==> config.mk <==
export PLATFORM = sky130hd
export DESIGN_NAME = mole_game_engine
export DESIGN_NICKNAME = d
export VERILOG_FILES = /design/src/rtl/mole_pkg.sv /design/src/rtl/mole_lfsr.sv /design/src/rtl/mole_game_engine.sv
export SDC_FILE = /design/constraint.sdc
export NUM_CORES = 1
export LEC_CHECK = 0
export ABC_AREA = 1
export CORE_ASPECT_RATIO = 1.2
export CORE_MARGIN = 2
export CORE_UTILIZATION = 54
export CTS_BUF_LIST = sky130_fd_sc_hd__clkbuf_4 sky130_fd_sc_hd__clkbuf_8 sky130_fd_sc_hd__clkbuf_16
export DETAILED_ROUTE_END_ITERATION = 7
export GPL_ROUTABILITY_DRIVEN = 0
export PLACE_DENSITY = 0.88
export SYNTH_ARGS = -nofsm -noshare
export SYNTH_HDL_FRONTEND = slang
export SYNTH_SLANG_ARGS = --single-unit
==> constraint.sdc <==
create_clock -name CLK100MHZ -period 3.7 [get_ports CLK100MHZ]
set_input_delay 0.74 -clock CLK100MHZ [delete_from_list [all_inputs] [get_ports CLK100MHZ]]
set_output_delay 0.74 -clock CLK100MHZ [all_outputs]
set_load 0.1 [all_outputs]
==> src/rtl/mole_pkg.sv <==
// Shared encodings and default timing constants for the whack-a-mole game core.
package mole_pkg;

    typedef enum logic [1:0] {
        ST_IDLE = 2'd0,
        ST_RUN  = 2'd1,
        ST_DONE = 2'd2
    } state_t;

    localparam logic [1:0] DIFF_EASY = 2'd0;
    localparam logic [1:0] DIFF_MED  = 2'd1;
    localparam logic [1:0] DIFF_HARD = 2'd2;

    localparam int unsigned DEF_TICK_DIV   = 100_000_000;
    localparam int unsigned DEF_SPAWN_EASY = 200_000_000;
    localparam int unsigned DEF_SPAWN_MED  = 120_000_000;
    localparam int unsigned DEF_SPAWN_HARD = 80_000_000;

    // Galois feedback mask for taps 16,14,13,11 (right-shifting form).
    localparam int unsigned LFSR_W    = 16;
    localparam logic [15:0] LFSR_TAPS = 16'hB400;

endpackage

==> src/rtl/mole_lfsr.sv <==
// 16-bit Galois LFSR with enable; exposes only the low bits the caller consumes.
module mole_lfsr
    import mole_pkg::*;
#(
    parameter logic [15:0]  SEED  = 16'hACE1,
    parameter int unsigned  OUT_W = 6
) (
    input  logic             clk,
    input  logic             rst,
    input  logic             en,
    output logic [OUT_W-1:0] value
);

    // An all-zero seed would lock the register, so it is replaced by 1.
    localparam logic [15:0] RESET_VAL = (SEED == 16'd0) ? 16'd1 : SEED;

    logic [LFSR_W-1:0] lfsr;

    // Shift right, folding the outgoing bit back through the tap mask.
    always_ff @(posedge clk or posedge rst) begin
        if (rst) begin
            lfsr <= RESET_VAL;
        end else if (en) begin
            lfsr <= lfsr[0] ? ((lfsr >> 1) ^ LFSR_TAPS) : (lfsr >> 1);
        end
    end

    assign value = lfsr[OUT_W-1:0];

endmodule

==> src/rtl/mole_game_engine.sv <==
// Whack-a-mole game core: game FSM, countdown, mole spawning, hit scoring, miss counting.
module mole_game_engine
    import mole_pkg::*;
#(
    parameter int unsigned N_HOLES       = 8,
    parameter int unsigned MAX_ACTIVE    = 2,
    parameter int unsigned SCORE_W       = 8,
    parameter int unsigned TIME_W        = 6,
    parameter int unsigned TICK_DIV      = DEF_TICK_DIV,
    parameter int unsigned SPAWN_EASY    = DEF_SPAWN_EASY,
    parameter int unsigned SPAWN_MED     = DEF_SPAWN_MED,
    parameter int unsigned SPAWN_HARD    = DEF_SPAWN_HARD,
    parameter int unsigned WRONG_PENALTY = 0,
    parameter logic [15:0] LFSR_SEED     = 16'hACE1
) (
    input  logic               CLK100MHZ,
    input  logic               RST_BTN,
    input  logic               start,
    input  logic [TIME_W-1:0]  gametime,
    input  logic [1:0]         difficulty,
    input  logic [N_HOLES-1:0] hit_strobe,
    output logic [N_HOLES-1:0] mole,
    output logic [N_HOLES-1:0] molehit,
    output logic [SCORE_W-1:0] score,
    output logic [SCORE_W-1:0] misses,
    output logic [TIME_W-1:0]  timeleft,
    output logic               running,
    output logic               gameend
);

    localparam int unsigned IDX_W      = $clog2(N_HOLES);
    localparam int unsigned RND_W      = MAX_ACTIVE * IDX_W;
    localparam int unsigned TICK_CW    = (TICK_DIV > 1) ? $clog2(TICK_DIV) : 1;
    localparam int unsigned MAX_PERIOD = (SPAWN_EASY > SPAWN_MED)
                                       ? ((SPAWN_EASY > SPAWN_HARD) ? SPAWN_EASY : SPAWN_HARD)
                                       : ((SPAWN_MED > SPAWN_HARD) ? SPAWN_MED : SPAWN_HARD);
    localparam int unsigned SPAWN_CW   = (MAX_PERIOD > 1) ? $clog2(MAX_PERIOD) : 1;
    localparam int unsigned K_MED      = (MAX_ACTIVE < 2) ? MAX_ACTIVE : 2;
    localparam int unsigned SUM_W      = SCORE_W + 1;
    localparam logic [SCORE_W-1:0] SCORE_MAX = '1;

    state_t               state, state_n;
    logic [1:0]           diff_q, diff_n;
    logic [TICK_CW-1:0]   tick_cnt, tick_n;
    logic [SPAWN_CW-1:0]  spawn_cnt, spawn_n;
    logic [N_HOLES-1:0]   mole_n, molehit_n;
    logic [SCORE_W-1:0]   score_n, misses_n;
    logic [TIME_W-1:0]    timeleft_n;
    logic                 running_n, gameend_n;

    logic [RND_W-1:0]     rnd;
    logic [SPAWN_CW-1:0]  period_last;
    int unsigned          k_active;
    logic [N_HOLES-1:0]   hit, spawn_map;
    logic [SUM_W-1:0]     hit_cnt, miss_cnt, score_sum, miss_sum;
    logic [SCORE_W-1:0]   score_sat;
    logic                 wrong, last_tick, last_second, spawn;

    mole_lfsr #(
        .SEED  (LFSR_SEED),
        .OUT_W (RND_W)
    ) u_lfsr (
        .clk   (CLK100MHZ),
        .rst   (RST_BTN),
        .en    (state == ST_RUN),
        .value (rnd)
    );

    // Spawn period and mole count for the latched difficulty.
    always_comb begin
        period_last = SPAWN_CW'(SPAWN_HARD - 1);
        k_active    = MAX_ACTIVE;
        case (diff_q)
            DIFF_EASY: begin
                period_last = SPAWN_CW'(SPAWN_EASY - 1);
                k_active    = 1;
            end
            DIFF_MED: begin
                period_last = SPAWN_CW'(SPAWN_MED - 1);
                k_active    = K_MED;
            end
            default: ;
        endcase
    end

    // Candidate mole map: OR of one-hot decodes of successive LFSR slices.
    always_comb begin
        spawn_map = '0;
        for (int unsigned j = 0; j < MAX_ACTIVE; j++) begin
            if (j < k_active) begin
                spawn_map = spawn_map | (N_HOLES'(1) << rnd[j*IDX_W +: IDX_W]);
            end
        end
    end

    // State register.
    always_ff @(posedge CLK100MHZ or posedge RST_BTN) begin
        if (RST_BTN) state <= ST_IDLE;
        else         state <= state_n;
    end

    // Next-state and datapath update: hits score against the old map before a spawn replaces it.
    always_comb begin
        state_n     = state;
        diff_n      = diff_q;
        tick_n      = tick_cnt;
        spawn_n     = spawn_cnt;
        mole_n      = mole;
        molehit_n   = '0;
        score_n     = score;
        misses_n    = misses;
        timeleft_n  = timeleft;
        hit         = '0;
        wrong       = 1'b0;
        hit_cnt     = '0;
        miss_cnt    = '0;
        score_sum   = '0;
        miss_sum    = '0;
        score_sat   = '0;
        last_tick   = 1'b0;
        last_second = 1'b0;
        spawn       = 1'b0;

        case (state)
            ST_IDLE, ST_DONE: begin
                if (start && (gametime != '0)) begin
                    state_n    = ST_RUN;
                    diff_n     = difficulty;
                    timeleft_n = gametime;
                    score_n    = '0;
                    misses_n   = '0;
                    mole_n     = '0;
                    tick_n     = '0;
                    spawn_n    = '0;
                end
            end
            ST_RUN: begin
                hit   = hit_strobe & mole;
                wrong = |(hit_strobe & ~mole);
                for (int unsigned i = 0; i < N_HOLES; i++) begin
                    hit_cnt  = hit_cnt + SUM_W'(hit[i]);
                    miss_cnt = miss_cnt + SUM_W'(mole[i] & ~hit[i]);
                end
                score_sum = {1'b0, score} + hit_cnt;
                score_sat = (score_sum > SUM_W'(SCORE_MAX)) ? SCORE_MAX : score_sum[SCORE_W-1:0];
                if ((WRONG_PENALTY != 0) && wrong && (score_sat != '0)) begin
                    score_sat = score_sat - SCORE_W'(1);
                end
                score_n   = score_sat;
                molehit_n = hit;

                last_tick   = (tick_cnt == TICK_CW'(TICK_DIV - 1));
                last_second = last_tick && (timeleft == TIME_W'(1));
                tick_n      = last_tick ? '0 : tick_cnt + TICK_CW'(1);
                if (last_tick) timeleft_n = timeleft - TIME_W'(1);

                spawn   = (spawn_cnt == '0);
                spawn_n = (spawn_cnt == period_last) ? '0 : spawn_cnt + SPAWN_CW'(1);
                mole_n  = mole & ~hit;

                if (last_second) begin
                    // Moles still up when time runs out are not misses.
                    mole_n  = '0;
                    state_n = ST_DONE;
                end else if (spawn) begin
                    miss_sum = {1'b0, misses} + miss_cnt;
                    misses_n = (miss_sum > SUM_W'(SCORE_MAX)) ? SCORE_MAX : miss_sum[SCORE_W-1:0];
                    mole_n   = spawn_map;
                end
            end
            default: state_n = ST_IDLE;
        endcase

        running_n = (state_n == ST_RUN);
        gameend_n = (state_n == ST_DONE);
    end

    // Datapath and output registers.
    always_ff @(posedge CLK100MHZ or posedge RST_BTN) begin
        if (RST_BTN) begin
            diff_q    <= '0;
            tick_cnt  <= '0;
            spawn_cnt <= '0;
            mole      <= '0;
            molehit   <= '0;
            score     <= '0;
            misses    <= '0;
            timeleft  <= '0;
            running   <= 1'b0;
            gameend   <= 1'b0;
        end else begin
            diff_q    <= diff_n;
            tick_cnt  <= tick_n;
            spawn_cnt <= spawn_n;
            mole      <= mole_n;
            molehit   <= molehit_n;
            score     <= score_n;
            misses    <= misses_n;
            timeleft  <= timeleft_n;
            running   <= running_n;
            gameend   <= gameend_n;
        end
    end

endmodule

==> flow_metrics.py, run 1 <==
metrics = {
    "yosys": {
        "synth_compound_area_share_pct": 8.87,
        "synthCells": 1062,
        "syn_area_mm2": 0.00753,
        "yosys.cell_types.count": 44,
        "synth-adder-area-share_pct": 5.48,
        "synth-xor-area-share_pct": 3.72,
        "synth_top_area_share_pct": 35.6,
        "synth-edff-count": 0,
        "yosys.area.top_type": "dfrtp_1",
        "synth-seq-cells": 115,
        "syn-num-nets": 1108,
        "seq_area_frac_synth_pct": 38.4,
        "synth_flop_cell": "dfrtp_1",
        "synth_top_family_by_area": "simple AND/OR/NAND/NOR gates",
        "yosys.area_share.simple_pct": 35.4,
        "synthTopCellsByArea": "dfrtp_1 (36%), nand2_1 (16%), nor2_1 (6.5%), inv_1 (6.0%), nand3_1 (5.6%)",
        "synth.area.mux_share_pct": 0.150,
        "synth_area_per_cell_um2": 7.09,
        "yosysWarnings": 0,
        "synthArstFlopShare_pct": 100,
    },
    "clocking": {
        "cts_max_level": 4,
        "insertion_delay_ns": 0.43,
        "clk_pin_slew_ns": 0.06,
        "clock-sinks": 115,
        "cts_buffers": 17,
        "clockRootBuffer": "clkbuf_16",
        "clk_path_buf_depth": 2,
        "cts_tree": "built",
    },
    "placement": {
        "post-place-ws_ns": -0.680,
        "port_buffers": 58,
        "dp_cells": 1277,
        "placed_area_mm2": 0.00835,
        "hpwl_mm": 14.0,
    },
    "flow_run": {
        "maxCapViolCount": 0,
    },
    "detailed_routing": {
        "avgRoutedWirePerCell_um": 15.6,
        "wl_met2_mm": 10.5,
        "wl_met3_mm": 1.36,
        "routed_via_density": 5.74,
        "totalWireLength_mm": 20.5,
        "highest_layer": "met4",
        "drt_first_pass_iters": 6,
        "vias": 7529,
        "route.detailed.drc": 0,
        "initialDrtViolationCount": 636,
        "wl_met1_mm": 7.81,
        "ant_nets": 0,
    },
    "cells_and_area": {
        "diodes": 0,
        "final_cell_mix": "nand2_1 (323), nor2_1 (131), inv_1 (116)",
        "final_cells": 1312,
        "final_area_mm2": 0.00895,
        "layout_commonest_cell": "nand2_1",
        "nets": 1174,
        "synthToLayoutAreaGrowth_pct": 18.9,
        "drive_above_1_share_pct": 9.47,
    },
    "global_routing": {
        "gr-total-overflow": 0,
        "grt_pass1_wl_mm": 34.6,
        "grt_pass1_vias": 7432,
        "grt_antenna_before_repair": 0,
        "grt_max_degree": 69,
        "groute.usage.overall_pct": 28.5,
    },
    "setup_path": {
        "start_kind": "input port",
        "worst-setup-path-type": "in2reg",
        "cp.required_ns": 4.02,
        "crit_chain": "clkbuf_2 -> inv_1 -> nand2_2 -> fa_1 -> inv_2 -> fa_1 -> fa_1 -> fa_2 -> fa_2 -> nand3_2 -> nand2_4 -> nand4_1 -> o21ai_1 -> nand2_1 -> nand2_1",
        "slowest_stage": "fa_1",
        "cp_common_cell": "fa_1",
        "max_stage_delay_ns": 0.53,
        "arrival_ns": 3.87,
        "setup.worst_path.end_class": "flip-flop",
        "crit_fanout": 6,
    },
    "floorplanning": {
        "core_mm2": 0.0137,
        "die_w_um": 112,
        "start_util_pct": 54.9,
        "dieArea_mm2": 0.0149,
        "rows": 47,
        "boundaryPins": 59,
        "die_y_um": 133,
    },
    "timing": {
        "tns_ns": 0,
        "finalSetupViolCount": 0,
        "maxSlewViolCount": 0,
        "fin_crit_sh_pct": 96.1,
        "hold-worst-slack_ns": 0.471,
        "timing_hold_violations_final": 0,
        "post-route-min-period_ns": 3.56,
        "fmax_ghz": 0.281,
        "skew_ns": 0.0133,
        "maxSlewHeadroom_pct": 31.7,
        "setup_ws_ns": 0.145,
        "worstMarginPinSlew_ns": 1.02,
    },
    "pwr": {
        "p_per_area_mw_per_mm2": 584,
        "p_leak_nw": 4.24,
        "max-vdd-ir-drop_mv": 0.506,
    },
    "status": {
        "status": "finished clean",
    },
    "hold_path": {
        "min_path_type": "reg2reg",
    },
}
==> cell usage after synthesis, drive strengths merged, types with 2 or more instances <==
| cell type | count |
|---|---|
| nand2 | 338 |
| nor2 | 140 |
| inv | 123 |
| dfrtp | 107 |
| nand3 | 88 |
| o21ai | 67 |
| nand4 | 24 |
| xor2 | 24 |
| nor3 | 22 |
| buf | 19 |
| o22ai | 18 |
| ha | 17 |
| a21oi | 13 |
| fa | 10 |
| clkbuf | 8 |
| dfstp | 8 |
| xnor2 | 8 |
| a31oi | 5 |
| a21o | 3 |
| nand3b | 3 |
| o31ai | 3 |
| a32oi | 2 |
| and2 | 2 |
| o211ai | 2 |
| o32ai | 2 |
==> registers in the layout (all words and copies together) (netlist names) <==
name         count
score            8
misses           8
mole             8
gameend          1
spawn_cnt       28
timeleft         6
running          1
diff_q           2
tick_cnt        27
state            2
molehit          8
u_lfsr.lfsr     16
==> critical path, delay by kind of cell <==
| kind | cells | cell delay [ns] |
|---|---|---|
| buf+inv | 3 | 0.21 |
| simple gates | 6 | 0.55 |
| fa+ha+maj | 5 | 2.27 |
| compound gates | 1 | 0.11 |
==> kinds of logic (layout without fill, tap and decap cells) <==
kind of cell / after synthesis / count (layout)
mux: 1 / 1
buf+inv: 150 / 229
fa+ha+maj: 27 / 27
xor+xnor: 32 / 32
simple gates: 619 / 619
flops: 115 / 115
compound gates: 118 / 118
==> where the power goes <==
group / internal [W] / total, W / switching, W / leakage [nW]
clock network: 0.000978 / 0.00162 / 0.000642 / 0.278
logic: 0.000555 / 0.00178 / 0.00122 / 2.45
registers: 0.00150 / 0.00183 / 0.000332 / 1.51
==> metal layers <==
layer / up-vias / global-route usage (%)
met5: - / 0
met4: 0 / 15.8
met3: 92 / 4.96
met1: 3492 / 33.3
li1: 3558 / -
met2: 387 / 49.4
==> metrics by stage <==
stage	total power (W)	utilization [%]
finish	0.00523	65.3
floorplan	0.00311	-
global route	0.00551	65.3
CTS	0.00521	65.4
global placement	0.00348	61.0
detailed placement	0.00356	61.0
==> path summary, 6_finish.rpt <==
kind                                                   from                          end  slack, ns  cells past startpoint
min in group asynchronous                           RST_BTN      tick_cnt[5]$_DFFE_PP0P_       0.68                      2
worst min-delay path            u_lfsr.lfsr[11]$_DFFE_PP1P_  u_lfsr.lfsr[11]$_DFFE_PP1P_       0.47                      2
worst max register to register        misses[0]$_DFFE_PP0P_        misses[2]$_DFFE_PP0P_       0.19                     13
worst max-delay path                          hit_strobe[2]        misses[2]$_DFFE_PP0P_       0.14                     15
worst min register to register  u_lfsr.lfsr[11]$_DFFE_PP1P_  u_lfsr.lfsr[11]$_DFFE_PP1P_       0.47                      2
max in group asynchronous                           RST_BTN    spawn_cnt[25]$_DFFE_PP0P_       2.29                      3
==> cell type report <==
type	count	area, µm²
fillers	1070	4750
multi-input cells	797	4100
flip-flops and latches	115	2890
repair buffers	74	703
inverters	123	465
clock buffers	20	460
well taps	171	214
clock inverters	12	119
==> what timing repair did <==
action                     4_1_cts  5_1_grt
gates resized for setup          8        3
setup buffers                    3        0
setup endpoints to repair       16       10
hold buffers                     0        0
pin swaps                        6        5
Power figures use the tool's default switching activity.
==> run 2, diff against run 1 <==
Settings changed: CORE_UTILIZATION 54 to 64, PLACE_DENSITY 0.88 to 0.95.
Clock period 3.7 ns to 4.13 ns, I/O delays scaled along.
==> run 2 against run 1 <==
Against the previous run:
- die area down 15%
- global-route usage is 11 points higher
- hold slack improved by 0.025 ns
- total power is 9.5% lower
- largest cell class unchanged
- combinational power fell by 8%
- sequential share of layout area up 0.14 points
==> flow_metrics.py, run 2 (synthesized netlist as in run 1, its figures left out) <==
metrics = {
    "timing": {
        "post-route-min-period_ns": 4.05,
        "skew_ns": 0.0105,
        "maxSlewHeadroom_pct": 30.9,
        "maxSlewViolCount": 0,
        "worstMarginPinSlew_ns": 1.03,
        "setup_ws_ns": 0.0829,
        "tns_ns": 0,
        "timing_hold_violations_final": 0,
        "finalSetupViolCount": 0,
        "fin_crit_sh_pct": 98.0,
        "hold-worst-slack_ns": 0.497,
        "fmax_ghz": 0.247,
    },
    "cells_and_area": {
        "final_area_mm2": 0.00891,
        "synthToLayoutAreaGrowth_pct": 18.4,
        "nets": 1174,
        "largest_reg_flops": 28,
        "layout_commonest_cell": "nand2_1",
        "reg_top3": "spawn_cnt: 28 flops, tick_cnt: 27 flops, u_lfsr.lfsr: 16 flops",
        "drive_above_1_share_pct": 8.68,
        "final_cell_mix": "nand2_1 (327), nor2_1 (131), inv_1 (118)",
        "final_util_pct": 77.4,
        "diodes": 0,
        "n_fill_cell": 726,
        "top_register": "spawn_cnt",
    },
    "clocking": {
        "insertion_delay_ns": 0.42,
        "cts_max_level": 4,
        "clk_pin_slew_ns": 0.06,
        "cts_buffers": 17,
        "cts_hold_buf": 0,
        "clock-sinks": 115,
        "clockRootBuffer": "clkbuf_16",
        "cts_tree": "built",
        "clk_path_buf_depth": 2,
    },
    "setup_path": {
        "r2r_slack_ns": 0.35,
        "cp.required_ns": 4.44,
        "arrival_ns": 4.35,
        "start_kind": "input port",
        "worst-setup-path-type": "in2reg",
        "setup.worst_path.end_class": "flip-flop",
        "timing.rr.start": "score[0]$_DFFE_PP0P_",
        "regToRegEndpoint": "score[0]$_DFFE_PP0P_",
        "crit_fanout": 6,
        "ff2ff_path_depth": 18,
    },
    "detailed_routing": {
        "drt_first_pass_iters": 6,
        "route.detailed.drc": 0,
        "avgRoutedWirePerCell_um": 18.6,
        "initialDrtViolationCount": 933,
        "totalWireLength_mm": 24.1,
        "vias": 8163,
        "ant_nets": 0,
        "routed_via_density": 6.29,
    },
    "placement": {
        "post-place-ws_ns": -0.621,
        "hpwl_mm": 14.3,
        "port_buffers": 58,
        "placed_area_mm2": 0.00828,
    },
    "hold_path": {
        "hold_path_depth": 2,
        "hold_start": "u_lfsr.lfsr[15]$_DFFE_PP1P_",
        "min_path_type": "reg2reg",
        "hold_path_end": "u_lfsr.lfsr[15]$_DFFE_PP1P_",
    },
    "status": {
        "status": "finished clean",
    },
    "pwr": {
        "p_int_w": 0.00270,
        "pwr-share-seq_pct": 34.8,
        "power.share.clock_pct": 30.6,
        "comb_power_share_pct": 34.6,
        "p_per_area_mw_per_mm2": 530,
        "p_leak_nw": 4.24,
        "p_sw_share_pct": 42.8,
        "p_switching_w": 0.00202,
        "max-vdd-ir-drop_mv": 0.327,
    },
    "floorplanning": {
        "dieArea_mm2": 0.0127,
        "die_w_um": 103,
        "rows": 43,
        "boundaryPins": 59,
        "core_mm2": 0.0115,
        "die_y_um": 123,
        "start_util_pct": 65.4,
    },
    "flow_run": {
        "maxCapViolCount": 0,
    },
    "global_routing": {
        "grt_antenna_before_repair": 0,
        "grt_pass1_wl_mm": 37.9,
        "groute.usage.overall_pct": 39.0,
        "gr-total-overflow": 0,
        "grt_pass1_vias": 7854,
        "grt_max_degree": 72,
    },
}
[run 2: per-stage QoR]
stage / total power [W] / cells
3_3_place_gp: 0.00311 / 1262
6_report: 0.00473 / 1298
2_1_floorplan: 0.00279 / 1062
4_1_cts: 0.00465 / 1295
3_5_place_dp: 0.00318 / 1262
5_1_grt: 0.00493 / 1298
[run 2: power by group through the flow]
| stage | combinational, W | sequential [W] | clock (W) |
|---|---|---|---|
| after floorplan | 0.000923 | 0.00187 | 0 |
| after global placement | 0.00148 | 0.00163 | 0 |
| after detailed placement | 0.00155 | 0.00163 | 0 |
| after CTS | 0.00159 | 0.00163 | 0.00143 |
| after global routing | 0.00177 | 0.00167 | 0.00149 |
| final | 0.00164 | 0.00164 | 0.00145 |
[run 2: layout make-up]
class / instances / area, µm² / area share (%)
Multi-Input combinational cell: 797 / 4070 / 45.7
Sequential cell: 115 / 2890 / 32.4
Timing Repair Buffer: 74 / 714 / 8.01
Inverter: 123 / 464 / 5.21
Clock buffer: 19 / 453 / 5.08
Tap cell: 157 / 196 / 2.20
Clock inverter: 13 / 121 / 1.36
[run 2: worst max-delay path: stages]
cell	delay (ns)
dlygate4sd2_1	0.26
inv_1	0.06
nand2_1	0.08
fa_1	0.53
inv_1	0.05
fa_1	0.47
fa_1	0.53
fa_2	0.44
fa_2	0.36
nand3_1	0.11
nand2_2	0.10
nand4_1	0.24
nand2_1	0.11
nand2_1	0.12
nand2_1	0.07
[run 2: routing by layer]
| metal | routed length, µm | global-route usage [%] |
|---|---|---|
| met5 | 0 | 0 |
| met4 | 1760 | 27.8 |
| met3 | 2510 | 8.60 |
| met2 | 11700 | 63.4 |
| met1 | 8200 | 44.9 |
[run 2: repair_timing]
action / in CTS / in global routing
setup buffers: 1 / 3
endpoints found under the setup margin: 14 / 16
gates resized for setup: 12 / 3
pin swaps: 4 / 8
[run 2: worst max path at each step]
stage             startpoint               endpoint  slack (ns)  cells after the start
2_1_floorplan        RST_BTN  misses[0]$_DFFE_PP0P_        0.01                      1
5_1_grt        hit_strobe[0]  misses[2]$_DFFE_PP0P_      -0.008                     15
4_1_cts        hit_strobe[2]   score[0]$_DFFE_PP0P_        0.03                     19
6_report       hit_strobe[0]  misses[1]$_DFFE_PP0P_        0.08                     15
3_3_place_gp   hit_strobe[0]  misses[2]$_DFFE_PP0P_       -0.49                     15
3_5_place_dp   hit_strobe[0]  misses[2]$_DFFE_PP0P_       -0.62                     15
